[src/rtl/pipeif_fetch_pkg.sv]
// Shared definitions for the instruction-fetch stage: PC source codes,
// fetch FSM encodings and the default bubble instruction.
package pipeif_fetch_pkg;

    localparam int DATA_LEN = 32;

    // pcsource codes driven by decode
    localparam logic [1:0] PCSRC_PC4 = 2'b00;
    localparam logic [1:0] PCSRC_BR  = 2'b01;
    localparam logic [1:0] PCSRC_JR  = 2'b10;
    localparam logic [1:0] PCSRC_J   = 2'b11;

    // sll $0,$0,0
    localparam logic [DATA_LEN-1:0] NOP_INST_DEF = 32'h0000_0000;

    typedef enum logic [1:0] {
        IF_IDLE = 2'b00,
        IF_WAIT = 2'b01,
        IF_HOLD = 2'b10
    } if_state_t;

    // Sequential PC step; wraps modulo 2^32.
    function automatic logic [DATA_LEN-1:0] pc_plus4(input logic [DATA_LEN-1:0] pc);
        return pc + 32'd4;
    endfunction

endpackage

[src/rtl/pipeif_fetch_if.sv]
// Instruction memory port: one outstanding request, variable read latency.
interface pipeif_fetch_if;
    import pipeif_fetch_pkg::*;

    logic                req;
    logic [DATA_LEN-1:0] addr;
    logic                gnt;
    logic                rvalid;
    logic [DATA_LEN-1:0] rdata;

    modport master (output req, addr, input gnt, rvalid, rdata);
    modport slave  (input req, addr, output gnt, rvalid, rdata);

endinterface

[src/rtl/pipeif_fetch_mux4.sv]
// Four-way redirect target selector indexed by pcsource.
module pipeif_fetch_mux4
    import pipeif_fetch_pkg::*;
#(
    parameter int W = DATA_LEN
) (
    input  logic [W-1:0] in0,
    input  logic [W-1:0] in1,
    input  logic [W-1:0] in2,
    input  logic [W-1:0] in3,
    input  logic [1:0]   sel,
    output logic [W-1:0] y
);

    // Pure combinational select
    always_comb begin
        y = in0;
        case (sel)
            PCSRC_PC4: y = in0;
            PCSRC_BR:  y = in1;
            PCSRC_JR:  y = in2;
            PCSRC_J:   y = in3;
            default:   y = in0;
        endcase
    end

endmodule

[src/rtl/pipeif_fetch.sv]
// Instruction fetch stage and IF/ID pipeline register. Keeps one request in
// flight, parks a returned word in a one-entry buffer during load-use stalls,
// and honours the single branch delay slot when decode redirects the PC.
module pipeif_fetch
    import pipeif_fetch_pkg::*;
#(
    parameter logic [DATA_LEN-1:0] RESET_PC = 32'h0000_0000,
    parameter logic [DATA_LEN-1:0] NOP_INST = NOP_INST_DEF
) (
    input  logic                clock,
    input  logic                reset,
    input  logic [DATA_LEN-1:0] bpc,
    input  logic [DATA_LEN-1:0] rpc,
    input  logic [DATA_LEN-1:0] jpc,
    input  logic [1:0]          pcsource,
    input  logic                wpcir,
    pipeif_fetch_if.master      imem,
    output logic [DATA_LEN-1:0] dpc4,
    output logic [DATA_LEN-1:0] inst,
    output logic                dvalid
);

    if_state_t           state;
    logic [DATA_LEN-1:0] pc;
    logic [DATA_LEN-1:0] pc4;
    logic [DATA_LEN-1:0] buf_word;
    logic [DATA_LEN-1:0] redir_tgt;
    logic                redir_pend;
    logic [DATA_LEN-1:0] target;
    logic [DATA_LEN-1:0] next_pc;
    logic [DATA_LEN-1:0] word;
    logic                deliver;
    logic                redirect;

    assign pc4 = pc_plus4(pc);

    pipeif_fetch_mux4 #(.W(DATA_LEN)) u_tgt_mux (
        .in0 (pc4),
        .in1 (bpc),
        .in2 (rpc),
        .in3 (jpc),
        .sel (pcsource),
        .y   (target)
    );

    // A word is handed to decode when one is available and decode is not stalled
    always_comb begin
        deliver = 1'b0;
        word    = buf_word;
        case (state)
            IF_WAIT: begin
                deliver = imem.rvalid & wpcir;
                word    = imem.rdata;
            end
            IF_HOLD: deliver = wpcir;
            default: deliver = 1'b0;
        endcase
    end

    // The branch in ID redirects only when it is real and advancing
    assign redirect = dvalid & wpcir & (pcsource != PCSRC_PC4);

    // Same-cycle redirect wins; a parked target applies at the delay-slot delivery
    always_comb begin
        next_pc = pc4;
        if (redirect)
            next_pc = target;
        else if (redir_pend)
            next_pc = redir_tgt;
    end

    // New fetch from IDLE, or back-to-back with the delivery that frees the slot
    assign imem.req  = deliver | ((state == IF_IDLE) & wpcir);
    assign imem.addr = deliver ? next_pc : pc;

    // Fetch FSM: track the outstanding request and the stall buffer
    always_ff @(posedge clock) begin
        if (reset) begin
            state    <= IF_IDLE;
            buf_word <= '0;
        end else begin
            case (state)
                IF_IDLE: begin
                    if (imem.req & imem.gnt)
                        state <= IF_WAIT;
                end
                IF_WAIT: begin
                    if (imem.rvalid) begin
                        if (wpcir) begin
                            state <= imem.gnt ? IF_WAIT : IF_IDLE;
                        end else begin
                            buf_word <= imem.rdata;
                            state    <= IF_HOLD;
                        end
                    end
                end
                IF_HOLD: begin
                    if (wpcir)
                        state <= imem.gnt ? IF_WAIT : IF_IDLE;
                end
                default: state <= IF_IDLE;
            endcase
        end
    end

    // IF/ID register and PC: load on delivery, bubble when advancing empty-handed
    always_ff @(posedge clock) begin
        if (reset) begin
            pc     <= RESET_PC;
            dpc4   <= '0;
            inst   <= NOP_INST;
            dvalid <= 1'b0;
        end else if (deliver) begin
            pc     <= next_pc;
            dpc4   <= pc4;
            inst   <= word;
            dvalid <= 1'b1;
        end else if (wpcir) begin
            inst   <= NOP_INST;
            dvalid <= 1'b0;
        end
    end

    // Remember a redirect whose delay slot has not been delivered yet
    always_ff @(posedge clock) begin
        if (reset) begin
            redir_pend <= 1'b0;
            redir_tgt  <= '0;
        end else if (redirect & ~deliver) begin
            redir_pend <= 1'b1;
            redir_tgt  <= target;
        end else if (deliver) begin
            redir_pend <= 1'b0;
        end
    end

endmodule

[src/flat_wrapper.sv]
// flat-port wrapper written by rule: the top's interface ports become plain ports
module pipeif_fetch_flat import pipeif_fetch_pkg::*;
#(
    parameter logic [DATA_LEN-1:0] RESET_PC = 32'h0000_0000,
    parameter logic [DATA_LEN-1:0] NOP_INST = NOP_INST_DEF
)
  (clock, reset, bpc, rpc, jpc, pcsource, wpcir, dpc4, inst, dvalid, imem_req, imem_addr, imem_gnt, imem_rvalid, imem_rdata);
  pipeif_fetch_if imem_i ();
  input  logic clock;
  input  logic reset;
  input  logic [DATA_LEN-1:0] bpc;
  input  logic [DATA_LEN-1:0] rpc;
  input  logic [DATA_LEN-1:0] jpc;
  input  logic [1:0] pcsource;
  input  logic wpcir;
  output logic [DATA_LEN-1:0] dpc4;
  output logic [DATA_LEN-1:0] inst;
  output logic dvalid;
  output wire logic [$bits(imem_i.req)-1:0] imem_req;
  output wire logic [$bits(imem_i.addr)-1:0] imem_addr;
  input wire logic [$bits(imem_i.gnt)-1:0] imem_gnt;
  input wire logic [$bits(imem_i.rvalid)-1:0] imem_rvalid;
  input wire logic [$bits(imem_i.rdata)-1:0] imem_rdata;
  assign imem_req = imem_i.req;
  assign imem_addr = imem_i.addr;
  assign imem_i.gnt = imem_gnt;
  assign imem_i.rvalid = imem_rvalid;
  assign imem_i.rdata = imem_rdata;
  pipeif_fetch #(.RESET_PC(RESET_PC), .NOP_INST(NOP_INST)) u_core (.clock(clock), .reset(reset), .bpc(bpc), .rpc(rpc), .jpc(jpc), .pcsource(pcsource), .wpcir(wpcir), .imem(imem_i), .dpc4(dpc4), .inst(inst), .dvalid(dvalid));
endmodule
[config.mk]
export PLATFORM = sky130hd
export DESIGN_NAME = pipeif_fetch_flat
export DESIGN_NICKNAME = d
export VERILOG_FILES = /design/src/rtl/pipeif_fetch_pkg.sv /design/src/rtl/pipeif_fetch_if.sv /design/src/rtl/pipeif_fetch_mux4.sv /design/src/rtl/pipeif_fetch.sv /design/src/flat_wrapper.sv
export SDC_FILE = /design/constraint.sdc
export NUM_CORES = 1
export LEC_CHECK = 0
export ABC_AREA = 1
export CAP_MARGIN = 20
export CORE_MARGIN = 1.5
export CORE_UTILIZATION = 53
export CTS_CLUSTER_SIZE = 24
export DETAILED_ROUTE_END_ITERATION = 8
export GPL_TIMING_DRIVEN = 1
export PLACE_DENSITY = 0.93
export SYNTH_ARGS = -nofsm -noshare
export SYNTH_HDL_FRONTEND = slang
export SYNTH_SLANG_ARGS = --single-unit
[constraint.sdc]
create_clock -name clock -period 2.7 [get_ports clock]
set_input_delay 0.27 -clock clock [delete_from_list [all_inputs] [get_ports clock]]
set_output_delay 0.27 -clock clock [all_outputs]
set_load 0.1 [all_outputs]
* After elaboration in Yosys (flattened, before gate mapping)
Cells that the tools add are included.
** Storage, ports and cells
- Register bits after elaboration :: 164
- Input bits :: 135
- Output and inout bits :: 98
- Logic and storage cells :: 51
** Operators by class
- Add/sub/neg operators :: 1
- Equality and inequality tests :: 8
- Muxes and demuxes :: 18
- Bitwise logic cells :: 9
- Reduce and logical (&&, ||, !) cells :: 7
** Operators with widths (number)
- two-way mux 32 bit :: 6
- case mux 32 bit (4 select lines) :: 1
- adder 32 x 3 -> 32 bit, second input constant :: 1
- two-way mux 2 bit :: 4
- AND 1 bit :: 6
- == test 2 bit, second input constant :: 3
- inequality test 2 bit, second input constant :: 3
- case mux 2 bit (3 select lines) :: 1
- AND reduction 3 bit :: 2
- nonzero test 2 bit :: 3
- two-way mux 1 bit :: 5
- == test 2 x 1 -> 1 bit, second input constant :: 2
- logical NOT 2 bit :: 2
- NOT 1 bit :: 2
- case mux 1 bit (2 select lines) :: 1
- OR 1 bit :: 1

* Depth between registers and ports, before layout
Gate-level depths: netlist of the first run.
- Depth after elaboration :: 6
- Gate-level depth with buffers :: 12
- Mapped depth without buffers :: 12

* Hierarchy
From an unflattened synthesis of the first run, not the netlist that was laid out.
** Second synthesis, totals
- Cell total of the unflattened synthesis :: 1249
- Area, all modules :: 8802.2 µm²
** By module, submodules not included
- pipeif_fetch :: instances 1, cells an instance 1063, area each 7723.7 µm², seq. area each 3283.1 µm²
- pipeif_fetch_mux4 :: instances 1, cells an instance 186, area each 1078.5 µm², seq. area each 0.0 µm²

* Worst setup path after synthesis of the first run
OpenSTA, ideal clock, no wires.
- Kind :: register -> register
- From :: reg u_core.dvalid
- To :: reg u_core.pc[4]
- Setup time :: 0.068 ns
- Arrival :: 3.274 ns
- Setup slack :: -0.642 ns
- Stages on the path, launching flop included :: 8
- Cell sequence :: dfxtp_1 -> nand2_1 -> inv_2 -> nand2_4 -> inv_4 -> a21oi_1 -> a21oi_1 -> and2_1
** On the way
- Longest elaborated chain between the ends :: 4
** Ends and longest elaborated chain
- start, declared :: line pipeif_fetch.sv:20 : output logic dvalid
- start signal, assigned :: line pipeif_fetch.sv:112 : dvalid <= 1'b0;
- start signal, assigned :: line pipeif_fetch.sv:117 : dvalid <= 1'b1;
- start signal, assigned :: line pipeif_fetch.sv:120 : dvalid <= 1'b0;
- AND 1 bit (2 in a row) :: line pipeif_fetch.sv:61 : assign redirect = dvalid & wpcir & (pcsource != PCSRC_PC4);
- two-way mux 32 bit :: line pipeif_fetch.sv:66 : if (redirect)
- two-way mux 32 bit
- net imem_addr[4] :: line flat_wrapper.sv:20 : output wire logic [$bits(imem_i.addr)-1:0] imem_addr;
- end signal, assigned :: line pipeif_fetch.sv:114 : pc <= next_pc;
- end, declared :: line pipeif_fetch.sv:24 : logic [DATA_LEN-1:0] pc;
The timed path passes the listed nets, and every way through them passes these cells.
A chain may end at the register's enable or synchronous reset.

* Final worst setup path of the first run
- From :: reg u_core.state[0]
- To :: out imem_addr[16]
** On the way
- Longest elaborated chain between the ends :: 3
- Elaborated cells on any way between the ends :: 4
** Ends and longest elaborated chain
- start, declared :: line pipeif_fetch.sv:23 : if_state_t state;
- start signal, assigned :: line pipeif_fetch.sv:90 : state <= imem.gnt ? IF_WAIT : IF_IDLE;
- start signal, assigned :: line pipeif_fetch.sv:99 : state <= imem.gnt ? IF_WAIT : IF_IDLE;
- == test 2 bit / == test 2 x 1 -> 1 bit (equally long branches) :: line pipeif_fetch.sv:50 : case (state)
- case mux 1 bit (2 select lines) (*) :: line pipeif_fetch.sv:50
- two-way mux 32 bit (*)
- end, declared :: line flat_wrapper.sv:20
Mark *: on every way between the ends. The rest lies on a longest branch, timed or not.

==> impl_metrics.yaml, run 1 <==
clock_network:
  clockBufferDepth: 2
  cts.reportedPaths.clkPinSlew_ns: 0.07
  cts.htree.levels: 4
  clockRootBuffer: "sky130_fd_sc_hd__clkbuf_16"
  clock-sinks: 164
  hold_buffers: 0
  clk-insertion-delay-late_ns: 0.44
  numCtsBuffers: 17
  tritoncts_clock_tree: "done"
grt:
  first_global_vias: 9208
  gr-total-overflow: 0
  grt.total_usage_pct: 33.3
  grt_start_max_net_pins: 57
  grt_antenna_before_repair: 0
  grt_pass1_wl_um: 44400
timing:
  worst_slew_margin_rel_pct: 61.6
  final.setup_skew_ns: 0.0103
  slew_at_the_pin_with_the_worst_max_slew_slack_ns: 0.576
  setup_viol: 0
  layout_min_cycle_time_ns: 2.69
  finalSetupTns_ns: 0
  max_freq_mhz: 372
  timing.final.hold_violations: 0
  timing_max_transition_violations_final: 0
  period_share_pct: 99.5
final_layout:
  final_stage_net_count: 1575
  post_route_cells_drive_above_1_share_pct: 15.3
  filler_cell_count: 1070
  diodes: 0
  area_growth_syn_to_fin_pct: 38.6
  layoutNonFillerInstCount: 1663
worst_setup_path:
  crit_top_cell: "sky130_fd_sc_hd__buf_4"
  crit_path_cell_count: 9
  regToRegSetupSlack_ns: 0.43
  cp-startpoint: "u_core.state[0]"
  r2r_end: "u_core.inst[24]"
  worst-endpoint-required_ns: 2.43
  criticalPathCategory: "reg2out"
  worstPathArrival_ns: 2.42
  critical-path-slowest-cell: "sky130_fd_sc_hd__dfxtp_2"
  crit_path_end_kind: "primary output"
  cpPeakStageDelay_ns: 0.38
  r2r_cells: 9
  critical_path.endpoint: "imem_addr[16]"
  worst_setup_path_start_kind: "register"
  regToRegStartpoint: "u_core.state[0]"
  critical_path_peak_fanout: 5
  cp_num_buf_inv: 4
  cp_top_family: "buffers and inverters"
  path_cells: "inv_1, ha_1, nand3_4, buf_4, buf_4, nor3_1, o21ai_1, nand2_1, buf_12"
place:
  finalWeightedCongestion: 0.898
  place_hpwl_um: 19300
  post-place-cells: 1620
  placement.io_buffers: 232
synth:
  ys_seq_elements: 164
  synth_area_um2: 8550
  number_of_different_library_cells_in_the_post_synthesis_netlist: 44
  post_synth.cell_area_avg_um2: 6.98
  synthesis.nets: 1366
  ys.warnings.count: 0
  netlist_instances: 1225
  part_of_the_yosys_area_used_for_sequential_elements_pct: 38.4
flow_run:
  max_cap_violations: 0
drt:
  drt_iter0_drc: 925
  routedWlPerCell_um: 17.2
  drt-vias-per-instance: 5.74
  route.antenna.remaining_nets: 0
  drt-total-wl_um: 28600
  routed-via-count: 9549
  firstDrtPassIters: 6
  drcViolationCount: 0
floorplanning:
  effective_utilization_at_floorplan_pct: 54.0
  dieArea_um2: 16900
  fp.coreArea_um2: 15800
  io_pins: 233
  fp-row-count: 46
  die_x_um: 130
  die_y_um: 130
pwr:
  p_comb_share_pct: 31.1
  power_switching_mw: 2.71
  p_seq_share_pct: 36.3
  cellLeakagePower_nw: 5.08
  pwr_density_cell_nw_per_um2: 619
  power.ir.vdd_worst_uv: 630
  switching_share_of_power_pct: 37.0
  total_power_draw_mw: 7.33
  internal_power_mw: 4.62
  clkPwrFrac_pct: 32.6
status:
  outcome: "completed"
min_path:
  timing.hold.worst.class: "in2reg"
[layout make-up]
class | instances | area [um^2] | share of cell area (%)
Clock inverter | 15 | 160 | 1.35
Inverter | 81 | 328 | 2.77
Clock buffer | 17 | 425 | 3.59
Timing Repair inverter | 1 | 8.76 | 0.0739
Tap cell | 216 | 270 | 2.28
Timing Repair Buffer | 266 | 2810 | 23.7
Multi-Input combinational cell | 903 | 4560 | 38.5
Sequential cell | 164 | 3290 | 27.7
[how the worst min path moves through the flow]
stage               slack, ns           startpoint  depth (start not counted)                  end
CTS                      0.43        imem_rdata[1]                          3   u_core.buf_word[1]
finish                   0.44        imem_rdata[1]                          3   u_core.buf_word[1]
floorplan                0.40        imem_rdata[0]                          2   u_core.buf_word[0]
global placement         0.44  u_core.redir_tgt[4]                          2  u_core.redir_tgt[4]
global route             0.45        imem_rdata[0]                          3   u_core.buf_word[0]
detailed placement       0.45  u_core.redir_tgt[4]                          2  u_core.redir_tgt[4]
[routing by layer]
layer / share of wire [%] / up-vias / GRT usage (%)
met3: 8.3 / 140 / 7.18
met1: 38 / 4342 / 38.7
met5: 0 / - / 0
met4: 4.9 / 0 / 19.0
met2: 49 / 587 / 57.1
li1: - / 4480 / -
[placed cells by master (no fill, tap or decap), types with 24 or more instances in the layout]
| cell | n |
|---|---|
| sky130_fd_sc_hd__nand2_1 | 278 |
| sky130_fd_sc_hd__mux2i_1 | 32 |
| sky130_fd_sc_hd__o21ai_0 | 106 |
| sky130_fd_sc_hd__dfxtp_1 | 160 |
| sky130_fd_sc_hd__nor2_1 | 143 |
| sky130_fd_sc_hd__buf_4 | 94 |
| sky130_fd_sc_hd__nand3_1 | 114 |
| sky130_fd_sc_hd__clkdlybuf4s50_1 | 134 |
| sky130_fd_sc_hd__o211ai_1 | 24 |
| sky130_fd_sc_hd__buf_12 | 36 |
| sky130_fd_sc_hd__a21oi_1 | 91 |
| sky130_fd_sc_hd__inv_1 | 69 |
[power groups by stage]
stage | logic [mW] | clock network [mW] | registers (mW)
after floorplan | 1.25 | 0 | 2.94
after global placement | 2.11 | 0 | 2.69
after detailed placement | 2.15 | 0 | 2.70
after CTS | 2.20 | 2.39 | 2.65
after global routing | 2.41 | 2.49 | 2.67
final | 2.28 | 2.39 | 2.66
[flip-flops by register name, indices dropped and copies added, names as in the netlist]
register           cells
u_core.redir_tgt      32
u_core.inst           32
u_core.redir_pend      1
u_core.dvalid          1
u_core.pc             32
u_core.dpc4           32
u_core.state           2
u_core.buf_word       32
[cells in the mapped netlist, drive strengths merged]
cell | count | area share [%]
nand2 | 289 | 13
dfxtp | 164 | 38
nor2 | 156 | 7.4
nand3 | 123 | 7.8
o21ai | 121 | 7.1
a21oi | 94 | 5.6
inv | 80 | 3.6
buf | 40 | 3.2
clkbuf | 35 | 1.9
mux2i | 32 | 3.7
o211ai | 25 | 2.3
nand4 | 18 | 1.3
xor2 | 9 | 0.92
and2 | 8 | 0.61
ha | 6 | 0.88
xnor2 | 5 | 0.51
nor3 | 4 | 0.23
a211oi | 3 | 0.26
nand3b | 3 | 0.26
a31oi | 2 | 0.15
dlygate4sd1 | 2 | 0.20
a221oi | 1 | 0.10
a22o | 1 | 0.10
clkinv | 1 | 0.044
o2111ai | 1 | 0.10
o221ai | 1 | 0.10
or2 | 1 | 0.073
[worst min-delay path, cell delays in order]
cell and delay (ns):
sky130_fd_sc_hd__clkdlybuf4s50_1 0.42, sky130_fd_sc_hd__nor2_1 0.10, sky130_fd_sc_hd__nor2_1 0.05
[logic make-up after synthesis]
group                    Yosys count  synth area share, %
XOR/XNOR                          14                 1.43
AND/OR/NAND/NOR                  602                 30.9
adder cells (fa/ha/maj)            6                0.878
flip-flops                       164                 38.4
buffers and inverters            158                 8.93
multiplexers                      32                 3.75
AO/OA/AOI/OAI                    249                 15.7
[stage by stage]
step / worst slack (ns) / area, um^2 / hold WS, ns / utilization, %
6_report: 0.0140 / 11900 / 0.438 / 74.9
5_1_grt: -0.0681 / 11900 / 0.452 / 74.9
4_1_cts: 0.0419 / 11700 / 0.429 / 74.0
3_5_place_dp: 0.186 / 11100 / 0.448 / 70.0
3_3_place_gp: 0.266 / 11100 / 0.444 / 70.0
2_1_floorplan: 0.186 / 8560 / 0.405 / -
[what timing repair did]
item / CTS / global route
gates cloned: 0 / 1
setup buffers: 5 / 4
gates resized for setup: 2 / 24
pin swaps: 1 / 2
setup endpoints to repair: 9 / 27
No activity file was read; power rests on OpenSTA's default activity.
==> inputs of run 2 (changes only) <==
--- a/config.mk
+++ b/config.mk
@@ -6,6 +6,7 @@
 export NUM_CORES = 1
 export LEC_CHECK = 0
 export ABC_AREA = 1
+export ABC_CLOCK_PERIOD_IN_PS = 2700
 export CAP_MARGIN = 20
 export CORE_MARGIN = 1.5
 export CORE_UTILIZATION = 53
==> results of run 2 <==
The final DEF is identical to that of run 1; final timing and power are the same.
==> inputs of run 3 (changes only) <==
--- a/config.mk
+++ b/config.mk
@@ -13,6 +13,7 @@
 export CTS_CLUSTER_SIZE = 24
 export DETAILED_ROUTE_END_ITERATION = 8
 export GPL_TIMING_DRIVEN = 1
+export MAX_ROUTING_LAYER = met4
 export PLACE_DENSITY = 0.93
 export SYNTH_ARGS = -nofsm -noshare
 export SYNTH_HDL_FRONTEND = slang
==> constraint.sdc (replaced) <==
create_clock -name clock -period 2.7 [get_ports clock]
set_input_delay 0.54 -clock clock [delete_from_list [all_inputs] [get_ports clock]]
set_output_delay 0.54 -clock clock [all_outputs]
set_load 0.1 [all_outputs]
==> impl_metrics.yaml, run 3 (synthesis results as in run 1) <==
final_layout:
  post_route_cells_drive_above_1_share_pct: 26.2
  leading_cell_types_in_the_layout_fill_and_taps_excluded: "sky130_fd_sc_hd__nand2_1 (241), sky130_fd_sc_hd__dfxtp_1 (138), sky130_fd_sc_hd__nor2_1 (132), sky130_fd_sc_hd__buf_4 (132), sky130_fd_sc_hd__clkdlybuf4s50_1 (130)"
  layout.cells.most_common: "sky130_fd_sc_hd__nand2_1"
  filler_cell_count: 884
  multi_input_comb_area_um2: 5030
  area_growth_syn_to_fin_pct: 50.7
  final_stage_net_count: 1629
  layout.core_utilization_pct: 81.4
  regArea_um2: 3330
  layoutNonFillerInstCount: 1719
  post_route_standard_cell_area_excluding_fillers_um2: 12900
min_path:
  timing.hold.worst.class: "reg2reg"
drt:
  drt-vias-per-instance: 5.96
  drt_iter0_drc: 1179
  routed-via-count: 10200
  route.antenna.remaining_nets: 0
  drcViolationCount: 0
  drt-total-wl_um: 32200
  routedWlPerCell_um: 18.7
  firstDrtPassIters: 6
timing:
  layout_setup_ws_ns: -0.156
  setup_viol: 14
  timing.final.hold_violations: 0
  timing_max_transition_violations_final: 0
  rsz_0062_raised_after_global_routing: "yes"
  worst_slew_margin_rel_pct: 62.4
  max_freq_mhz: 350
  hold_slack_ns: 0.478
  slew_at_the_pin_with_the_worst_max_slew_slack_ns: 0.565
  layout_min_cycle_time_ns: 2.86
  period_share_pct: 106
  final.setup_skew_ns: 0.0117
place:
  placement.io_buffers: 232
  finalWeightedCongestion: 0.924
  place_hpwl_um: 20600
  post-place-cells: 1658
  detailed_place.area_um2: 11500
pwr:
  power.ir.vdd_worst_uv: 729
  cellLeakagePower_nw: 5.46
  pwr_density_cell_nw_per_um2: 588
clock_network:
  numCtsBuffers: 17
  clk-insertion-delay-late_ns: 0.44
  clockBufferDepth: 2
  clockRootBuffer: "sky130_fd_sc_hd__clkbuf_16"
  tritoncts_clock_tree: "done"
  cts.reportedPaths.clkPinSlew_ns: 0.07
  clock-sinks: 164
  cts.htree.levels: 4
worst_setup_path:
  critical_path_peak_fanout: 5
  worst-endpoint-required_ns: 2.16
  crit_top_cell: "sky130_fd_sc_hd__nand2_1"
  worst_setup_path_start_kind: "register"
  worstPathArrival_ns: 2.32
  criticalPathCategory: "reg2out"
  critical-path-slowest-cell: "sky130_fd_sc_hd__dfxtp_4"
  path_cells: "buf_4, nand3_4, inv_4, nand2_1, nor2_4, nand2_2, nand2_1, nand3_1, nand2_1, nand3_2, nand2_2, buf_12"
  crit_path_end_kind: "primary output"
  cpPeakStageDelay_ns: 0.39
grt:
  grt_start_max_net_pins: 49
  grt_antenna_before_repair: 1
  first_global_vias: 9516
  grt.total_usage_pct: 36.7
  gr-total-overflow: 0
  grt_pass1_wl_um: 47000
floorplanning:
  fp.coreArea_um2: 15800
  effective_utilization_at_floorplan_pct: 54.0
  io_pins: 233
  die_y_um: 130
  die_x_um: 130
  dieArea_um2: 16900
  fp-row-count: 46
flow_run:
  max_cap_violations: 0
status:
  failed_checks: "negative setup slack"
  outcome: "finished, violations left"
run 3: cell type report:
cell class | count | share of cell area (%)
Inverter | 81 | 2.60
Sequential cell | 164 | 25.8
Clock inverter | 13 | 0.883
Clock buffer | 19 | 3.36
Antenna cell | 2 | 0.0388
Multi-Input combinational cell | 904 | 39.0
Timing Repair Buffer | 320 | 26.1
Tap cell | 216 | 2.10
run 3: worst max-delay path: cells and delay by family, from the launching register on:
kind	cells	cell delay (ns)
flip-flops	1	0.39
AND/OR/NAND/NOR	9	1.05
buffers and inverters	3	0.41
run 3: timing repair:
action                                  4_1_cts  5_1_grt
cloned                                        2        1
hold buffers                                  0        0
endpoints found under the setup margin       32       31
setup buffers                                11       13
pin swaps                                    20       34
gates resized for setup                     104       81
run 3: path summary, 6_finish.rpt:
path | from | slack (ns) | endpoint | cells past startpoint
max reg2reg | u_core.state[1] | 0.57 | u_core.redir_tgt[27] | 11
max | u_core.pc[2] | -0.16 | imem_addr[31] | 12
min | u_core.redir_tgt[4] | 0.48 | u_core.redir_tgt[4] | 2
min reg2reg | u_core.redir_tgt[4] | 0.48 | u_core.redir_tgt[4] | 2
run 3: metal layers:
metal	track usage [%]	vias up	wire length (um)
met5	-	-	0
met4	20.7	0	1950
met2	61.6	721	15800
met1	41.5	4740	11700
met3	6.27	190	2660
li1	-	4589	-
run 3: power breakdown:
group	switching [mW]	internal, mW	leakage (nW)
Combinational	1.60	0.985	3.86
Clock	1.10	1.21	0.268
Sequential	0.118	2.57	1.34
Total	2.81	4.76	5.46
run 3: through the flow:
stage | total power, mW | setup WS, ns | TNS (ns)
4_1_cts | 7.38 | 0.00153 | 0
2_1_floorplan | 4.18 | 0.0189 | 0
3_3_place_gp | 4.87 | -0.114 | -1.30
3_5_place_dp | 4.94 | -0.139 | -2.65
6_report | 7.58 | -0.156 | -0.730
5_1_grt | 7.81 | -0.191 | -2.29
